[src/rtl/quad_step_decoder_if.sv]
// Bus bundle for quad_step_decoder: raw quadrature inputs and decoded outputs.
// QDEC_POS_EN adds the 8-bit position output.
interface quad_step_decoder_if;
    logic       a_in;
    logic       b_in;
    logic       step;
    logic       dir;
    logic       err;
    logic       busy;
`ifdef QDEC_POS_EN
    logic [7:0] pos;

    modport master (output a_in, b_in, input step, dir, err, busy, pos);
    modport slave  (input a_in, b_in, output step, dir, err, busy, pos);
`else
    modport master (output a_in, b_in, input step, dir, err, busy);
    modport slave  (input a_in, b_in, output step, dir, err, busy);
`endif
endinterface

[src/rtl/quad_step_decoder.sv]
// Quadrature front end: 2-flop sync, per-channel glitch filter, step/dir/err decode.
// Optional macro QDEC_POS_EN adds an 8-bit wrap-around position counter on bus.pos.
module quad_step_decoder #(
    parameter int FILT_LEN = 3,
    parameter int SETTLE   = FILT_LEN + 2
) (
    input  logic               clk,
    input  logic               rst,
    quad_step_decoder_if.slave bus
);
    localparam int CW = $clog2(FILT_LEN + 1);
    localparam int SW = $clog2(SETTLE + 1);

    typedef enum logic {INIT, TRACK} state_t;

    state_t               state_q, state_d;
    logic [1:0]           s1_q, s1_d, s2_q, s2_d;
    logic [1:0]           filt_q, filt_d, prev_q, prev_d;
    logic [1:0][CW-1:0]   cnt_q, cnt_d;
    logic [SW-1:0]        settle_q, settle_d;
    logic                 step_q, step_d, err_q, err_d;
    logic                 dir_q, dir_d, busy_q, busy_d;
    logic [1:0]           dph;
`ifdef QDEC_POS_EN
    logic [7:0]           pos_q, pos_d;
`endif

    // Position of an {A,B} pair along the up sequence 00->10->11->01.
    function automatic logic [1:0] phase(input logic [1:0] ab);
        case (ab)
            2'b00:   phase = 2'd0;
            2'b10:   phase = 2'd1;
            2'b11:   phase = 2'd2;
            default: phase = 2'd3;
        endcase
    endfunction

    always_comb begin
        s1_d     = {bus.a_in, bus.b_in};
        s2_d     = s1_q;
        filt_d   = filt_q;
        cnt_d    = cnt_q;
        prev_d   = prev_q;
        settle_d = settle_q;
        state_d  = state_q;
        step_d   = 1'b0;
        err_d    = 1'b0;
        dir_d    = dir_q;
        dph      = phase(filt_q) - phase(prev_q);
`ifdef QDEC_POS_EN
        pos_d    = pos_q;
`endif
        case (state_q)
            INIT: begin
                // Unfiltered load so TRACK starts with prev already equal to cur.
                filt_d   = s2_q;
                prev_d   = s2_q;
                cnt_d    = '0;
                settle_d = settle_q + SW'(1);
                if (settle_q == SW'(SETTLE - 1)) state_d = TRACK;
            end
            default: begin
                for (int i = 0; i < 2; i++) begin
                    if (s2_q[i] == filt_q[i]) begin
                        cnt_d[i] = '0;
                    end else if (cnt_q[i] + CW'(1) == CW'(FILT_LEN)) begin
                        filt_d[i] = s2_q[i];
                        cnt_d[i]  = '0;
                    end else begin
                        cnt_d[i] = cnt_q[i] + CW'(1);
                    end
                end
                prev_d = filt_q;
                if (filt_q != prev_q) begin
                    if (filt_q == ~prev_q) begin
                        err_d = 1'b1;
                    end else begin
                        step_d = 1'b1;
                        dir_d  = (dph == 2'd1);
                    end
                end
            end
        endcase
        busy_d = (state_d == INIT);
`ifdef QDEC_POS_EN
        if (step_d) pos_d = dir_d ? pos_q + 8'd1 : pos_q - 8'd1;
`endif
    end

    always_ff @(posedge clk) begin
        if (rst) begin
            state_q  <= INIT;
            s1_q     <= '0;
            s2_q     <= '0;
            filt_q   <= '0;
            prev_q   <= '0;
            cnt_q    <= '0;
            settle_q <= '0;
            step_q   <= 1'b0;
            err_q    <= 1'b0;
            dir_q    <= 1'b1;
            busy_q   <= 1'b1;
`ifdef QDEC_POS_EN
            pos_q    <= '0;
`endif
        end else begin
            state_q  <= state_d;
            s1_q     <= s1_d;
            s2_q     <= s2_d;
            filt_q   <= filt_d;
            prev_q   <= prev_d;
            cnt_q    <= cnt_d;
            settle_q <= settle_d;
            step_q   <= step_d;
            err_q    <= err_d;
            dir_q    <= dir_d;
            busy_q   <= busy_d;
`ifdef QDEC_POS_EN
            pos_q    <= pos_d;
`endif
        end
    end

    assign bus.step = step_q;
    assign bus.err  = err_q;
    assign bus.dir  = dir_q;
    assign bus.busy = busy_q;
`ifdef QDEC_POS_EN
    assign bus.pos  = pos_q;
`endif
endmodule

[src/flat_wrapper.sv]
// flat-port wrapper written by rule: the top's interface ports become plain ports
module quad_step_decoder_flat 
#(
    parameter int FILT_LEN = 3,
    parameter int SETTLE   = FILT_LEN + 2
)
  (clk, rst, bus_a_in, bus_b_in, bus_step, bus_dir, bus_err, bus_busy);
  quad_step_decoder_if bus_i ();
  input  logic clk;
  input  logic rst;
  input wire logic [$bits(bus_i.a_in)-1:0] bus_a_in;
  input wire logic [$bits(bus_i.b_in)-1:0] bus_b_in;
  output wire logic [$bits(bus_i.step)-1:0] bus_step;
  output wire logic [$bits(bus_i.dir)-1:0] bus_dir;
  output wire logic [$bits(bus_i.err)-1:0] bus_err;
  output wire logic [$bits(bus_i.busy)-1:0] bus_busy;
  assign bus_i.a_in = bus_a_in;
  assign bus_i.b_in = bus_b_in;
  assign bus_step = bus_i.step;
  assign bus_dir = bus_i.dir;
  assign bus_err = bus_i.err;
  assign bus_busy = bus_i.busy;
  quad_step_decoder #(.FILT_LEN(FILT_LEN), .SETTLE(SETTLE)) u_core (.clk(clk), .rst(rst), .bus(bus_i));
endmodule
[config.mk]
export PLATFORM = sky130hd
export DESIGN_NAME = quad_step_decoder_flat
export DESIGN_NICKNAME = d
export VERILOG_FILES = /design/src/rtl/quad_step_decoder_if.sv /design/src/rtl/quad_step_decoder.sv /design/src/flat_wrapper.sv
export SDC_FILE = /design/constraint.sdc
export NUM_CORES = 1
export LEC_CHECK = 0
export CORE_MARGIN = 1
export CORE_UTILIZATION = 53
export DETAILED_ROUTE_END_ITERATION = 16
export PLACE_DENSITY_LB_ADDON = 0.3
export SKIP_LAST_GASP = 1
export SYNTH_ARGS = -nofsm -noshare
export SYNTH_HDL_FRONTEND = slang
export SYNTH_SLANG_ARGS = --single-unit
[constraint.sdc]
create_clock -name clk -period 2.1 [get_ports clk]
set_clock_uncertainty 0.15 [all_clocks]
set_input_delay 0.42 -clock clk [delete_from_list [all_inputs] [get_ports clk]]
set_output_delay 0.42 -clock clk [all_outputs]
set_load 0.005 [all_outputs]
* Word level (Yosys, flattened, before mapping)
Cells that the tools add are included.
** Cells by class
- Add/subtract/negate cells :: 4
- Bitwise operators :: 5
- Equality and inequality tests :: 16
- Muxes and demuxes :: 12
- Reduce and logical (&&, ||, !) cells :: 8
** Operators by type and width (count)
- $eq 2x2->1 const B :: 6
- $pmux 2 s3 :: 2
- $mux 1 :: 8
- $ne 2x2->1 const B :: 4
- $reduce_or 4->1 :: 2
- $add 2x1->2 const B :: 2
- $logic_not 2->1 :: 2
- $mux 2 :: 2
- $not 1->1 :: 4
- $reduce_and 2->1 :: 2
- $add 3x1->3 const B :: 1
- $eq 3x3->1 const B :: 1
- $reduce_and 3->1 :: 1
- $reduce_or 3->1 :: 1
- $eq 1x1->1 :: 2
- $eq 2x1->1 const B :: 1
- $eq 2x2->1 :: 1
- $ne 2x2->1 :: 1
- $not 2->2 :: 1
- $sub 2x2->2 :: 1
** Word-level totals
- Output and inout bits :: 4
- Input bits :: 4
- Register bits :: 20

* Longest topological paths before layout
- Depth in word-level cells :: 5
- Mapped depth :: 6
- Mapped depth without buffers :: 6

* Worst setup path after synthesis
No wires, ideal clock.
- Path type :: flip-flop to flip-flop
- Start point :: register u_core.filt_q[1]
- End point :: register u_core.dir_q (netlist: u_core.bus.dir)
- Cell stages (with the launch flop) :: 6
- Data required time :: 1.855 ns
- Path slack :: 0.587 ns
- Clock period less this slack :: 1.513 ns
- Arrival time :: 1.268 ns
- Library setup time :: 0.095 ns
- Path through :: dfxtp_1 -> inv_1 -> ha_1 -> ha_1 -> xnor2_1 -> o311ai_1
** On the way
- Word-level cells in the longest chain between the ends :: 4
** RTL lines
- start, declared :: line quad_step_decoder.sv:18 : logic [1:0] filt_q, filt_d, prev_q, prev_d;
- start signal, assigned :: line quad_step_decoder.sv:110 : filt_q <= filt_d;
- $eq 2x2->1 / $logic_not 2->1 (equally long branches) :: line quad_step_decoder.sv:30 : case (ab)
- $pmux 2 s3 :: line quad_step_decoder.sv:30
- $sub 2x2->2 :: line quad_step_decoder.sv:49 : dph = phase(filt_q) - phase(prev_q);
- $eq 2x1->1 :: line quad_step_decoder.sv:79 : dir_d = (dph == 2'd1);
- end signal, assigned :: line quad_step_decoder.sv:116 : dir_q <= dir_d;
- end, declared :: line quad_step_decoder.sv:22 : logic dir_q, dir_d, busy_q, busy_d;
Several ways; a longest one is shown, not always the timed one.
A chain may end at the register's enable or synchronous reset.

* Worst setup path in the final report
- Start point :: register u_core.dir_q (netlist: u_core.bus.dir)
- End point :: output port bus_dir
** RTL lines
- end, declared :: line flat_wrapper.sv:14 : output wire logic [$bits(bus_i.dir)-1:0] bus_dir;
No word-level cell between the ends.

==> results.txt <==
- Together, buffers and inverters on the worst path number 1.
- Initial antenna violation count: 0
- Hold violation total from the final report: 0
* Post-route cell area: 958.4 um^2
* Buffer depth of the longest clock path: 2
* Clock edge transition at the registers on the reported setup and hold paths: 0.10 ns
- From synthesis to final layout, the design area changed by 14.50%.
- The number of hold buffers added after CTS was 0.
* Largest fanout on the critical path: 2
- At the end of the flow the core is filled with cells to 69.32%.
- From bottom edge to top edge, the die measures 41.74 um.
* Synthesized area per cell: 9.848 um^2
- Final estimated routing congestion in global placement: 0.7559
- After synthesis, the netlist uses 19 different library cells.
* Cells after DPL: 106
* Count of mapped cells out of synthesis: 85
- In this design, the stage delay of the slowest critical-path cell is 0.50 ns.
* Die footprint: 1742 um^2
- Number of maximum-capacitance constraint violations: 0
- Headroom to the max-slew limit: 70.53%
- Result of the run: complete, no violations
- During synthesis, Yosys emitted a total of 0 warnings.
- At the worst endpoint, the required time is 1.53 ns.
- At the later pin of the worst-skew pair, clock insertion delay measures 0.29 ns.
* Kind of cell with the highest combined delay on the critical path: buffers and inverters
- Slew at the pin closest to its max-slew limit: 0.4414 ns
- Starting DRT DRC Count: 7
* Via density per instance: 4.918
* Setup violators final: 0
- Pin count of the biggest net entering global routing: 12
* Adder-cell share of the synthesized area: 13.45%
* Final global-route overflow total: 0
* First-pass GRT wire length: 2.097 mm
- Final standard cell count with taps included and fillers excluded: 110
- Number of setup buffers added after CTS: 0
- Top achievable clock speed: 586.3 MHz
* Number of routed nets with antenna violations: 0
- Final critical path time including I/O delays and setup: 1.706 ns
- The core region is 1383 um^2.
- In the global route stage, overall resource usage came out at 15.70%.
- STA classifies the critical path endpoint as an output pin.
- Counting every net in the synthesized netlist gives 98.
- STA classifies the critical path startpoint as a flop.
- Once detailed placement completed, the half-perimeter wirelength came to 897.8 um.
- Detailed routing inserted a total of 541 vias.
- Number of top-level pins: 8
- Maximum VDD drop: 548.7 uV
- Counting the fill cells in the layout gives 109.
- Area fraction in compound gates after synthesis: 3.438%
- Clock tree synthesis found a total of 20 sinks.
* DR WL/cell: 10.10 um
* Area share of and/or/nand/nor cells after synthesis: 15.25%
- In this run the core area contains 13 standard-cell rows.
- Across all hold checks on the routed design, the worst slack comes to 0.2686 ns.
- Worst Hold Depth: 1
* Die outline width: 41.74 um
* Final nets: 109
* Pwr/cell area: 724.4 nW/um^2
* Count of port buffers added during placement: 7
- Dividing the final minimum period by the clock period gives 81.22%.
- Setup Total Neg Slack: 0 ns
- Path depth of the worst reg2reg path: 5
- Cells resized by post-CTS repair: 0
- The critical path is of the reg2out type.
- After detailed placement, the total cell area comes to 922.1 um^2.
* First-pass DRT Iterations: 5
- After synthesis the cells add up to 837.1 um^2.
- Fraction of layout cells with a size suffix above 1: 6.316%
- Largest family of logic cells by synthesized area: simple AND/OR/NAND/NOR gates
* Share of the yosys chip area belonging to registers: 47.83%
* Static Leakage: 0.4002 nW
- #FFs+latches synth: 20
- Cell-by-cell trace of the critical path: clkdlybuf4s50_1
- Multiplexer share of the synthesized area: 4.783%
* Worst-path cell with the longest stage delay: sky130_fd_sc_hd__clkdlybuf4s50_1
* Via count of the first global-routing pass: 557
- TritonCTS built the clock tree.
* Xor and xnor area share after synthesis: 9.417%
- Setup repair after global routing missed its margin: false
- The final-report max-slew violation count came to 0.
* Class of the most critical hold timing path: reg2reg
- Max H-tree Level: 1
- For this configuration, the core starts out at a cell density of 60.54%.
- In this run the number of cells on the critical path is 1.
- CP arrival: 1.14 ns
* CTS root buffer: sky130_fd_sc_hd__clkbuf_4
- After detailed routing, the total wire length is 1.111 mm.
* Diode insertion count for antenna repair: 0
* Number of remaining DRC errors: 0
* Inserted Clock Buffers: 3
## synth_stat cells
cell                       count  area [um^2]
sky130_fd_sc_hd__or2_2         1        6.260
sky130_fd_sc_hd__nor2_1       13        48.80
sky130_fd_sc_hd__inv_1        10        37.54
sky130_fd_sc_hd__nor2b_1       5        31.28
sky130_fd_sc_hd__xor2_1        1        8.760
sky130_fd_sc_hd__nand2b_1      2        12.51
sky130_fd_sc_hd__a21oi_1       2        10.01
sky130_fd_sc_hd__clkbuf_1      1        3.750
sky130_fd_sc_hd__nand3b_1      1        7.510
sky130_fd_sc_hd__nor3_1        1        5.000
sky130_fd_sc_hd__mux2i_1       4        40.04
sky130_fd_sc_hd__dfxtp_1      20        400.4
sky130_fd_sc_hd__o21ai_0       2        10.01
sky130_fd_sc_hd__xnor2_1       8        70.07
sky130_fd_sc_hd__nand2_1       1        3.750
sky130_fd_sc_hd__or3_1         2        12.51
sky130_fd_sc_hd__o311ai_1      1        8.760
sky130_fd_sc_hd__ha_1          9        112.6
sky130_fd_sc_hd__buf_4         1        7.510
## metrics by stage
stage | setup WS [ns] | power (mW)
after global routing | 0.3443 | 0.7293
final | 0.3944 | 0.6942
after detailed placement | 0.3251 | 0.4940
after floorplan | 0.5866 | 0.4719
after global placement | 0.3589 | 0.4895
after CTS | 0.3721 | 0.7034
## final timing paths
check                                     start                          end  slack (ns)
hold / removal       u_core.cnt_q[2]$_SDFF_PP0_   u_core.cnt_q[2]$_SDFF_PP0_        0.27
hold reg to reg      u_core.cnt_q[2]$_SDFF_PP0_   u_core.cnt_q[2]$_SDFF_PP0_        0.27
setup reg to reg  u_core.filt_q[1]$_SDFFE_PP0P_  u_core.bus.dir$_SDFFE_PP1P_        0.47
setup / recovery    u_core.bus.dir$_SDFFE_PP1P_                      bus_dir        0.39
## cells in the final DEF (no fill, tap or decap)
cell type	instances
sky130_fd_sc_hd__dfxtp_1	20
sky130_fd_sc_hd__nor2_1	13
sky130_fd_sc_hd__inv_1	10
sky130_fd_sc_hd__ha_1	9
sky130_fd_sc_hd__xnor2_1	8
sky130_fd_sc_hd__clkdlybuf4s50_1	7
sky130_fd_sc_hd__nor2b_1	5
sky130_fd_sc_hd__mux2i_1	4
sky130_fd_sc_hd__clkbuf_4	3
sky130_fd_sc_hd__or3_1	2
sky130_fd_sc_hd__a21oi_1	2
sky130_fd_sc_hd__nand2b_1	2
sky130_fd_sc_hd__o21ai_0	2
sky130_fd_sc_hd__nand2_1	1
sky130_fd_sc_hd__or2_2	1
sky130_fd_sc_hd__o311ai_1	1
sky130_fd_sc_hd__xor2_1	1
sky130_fd_sc_hd__nor3_1	1
sky130_fd_sc_hd__nand3b_1	1
sky130_fd_sc_hd__clkbuf_8	1
sky130_fd_sc_hd__buf_4	1
## per-layer routing
layer	vias to the layer above	GRT usage, %	wire length, um
met5	-	0	0
met4	0	9.677	14
met3	2	3.913	17
met2	4	27.81	543
met1	251	16.35	536
li1	284	-	-
## registers in the layout, summed over array words and instances (netlist names)
| name | flops |
|---|---|
| u_core.settle_q | 3 |
| u_core.bus.step | 1 |
| u_core.bus.busy | 1 |
| u_core.state_q | 1 |
| u_core.bus.dir | 1 |
| u_core.bus.err | 1 |
| u_core.filt_q | 2 |
| u_core.s2_q | 2 |
| u_core.cnt_q | 4 |
| u_core.s1_q | 2 |
| u_core.prev_q | 2 |
## cell families after synthesis
group	after synthesis
DFF	20
AOI/OAI and AO/OA	5
muxes	4
and+or+nand+nor	26
buffers and inverters	12
xor gates and xnor gates	9
adders and majority gates	9
## where the power goes
group          leakage [nW]  switching, mW  internal [mW]  total, mW
registers             0.163         0.0172          0.397      0.414
clock network        0.0210          0.105          0.105      0.210
logic                 0.216         0.0301         0.0395     0.0696
## worst register-to-register path: stages, from the launching register on
cell and delay (ns):
sky130_fd_sc_hd__dfxtp_1 0.45, sky130_fd_sc_hd__inv_1 0.07, sky130_fd_sc_hd__ha_1 0.28, sky130_fd_sc_hd__ha_1 0.20, sky130_fd_sc_hd__xnor2_1 0.13, sky130_fd_sc_hd__o311ai_1 0.26
## final cells by class
cell class                 instances  area, um^2  area share [%]
inverter                          10       37.54           3.916
sequential                        20       400.4           41.78
timing repair buffer               8       77.57           8.094
clock buffer                       4       36.28           3.786
multi-input combinational         53       387.9           40.47
tap                               15       18.77           1.958
Power figures use the tool's default switching activity.
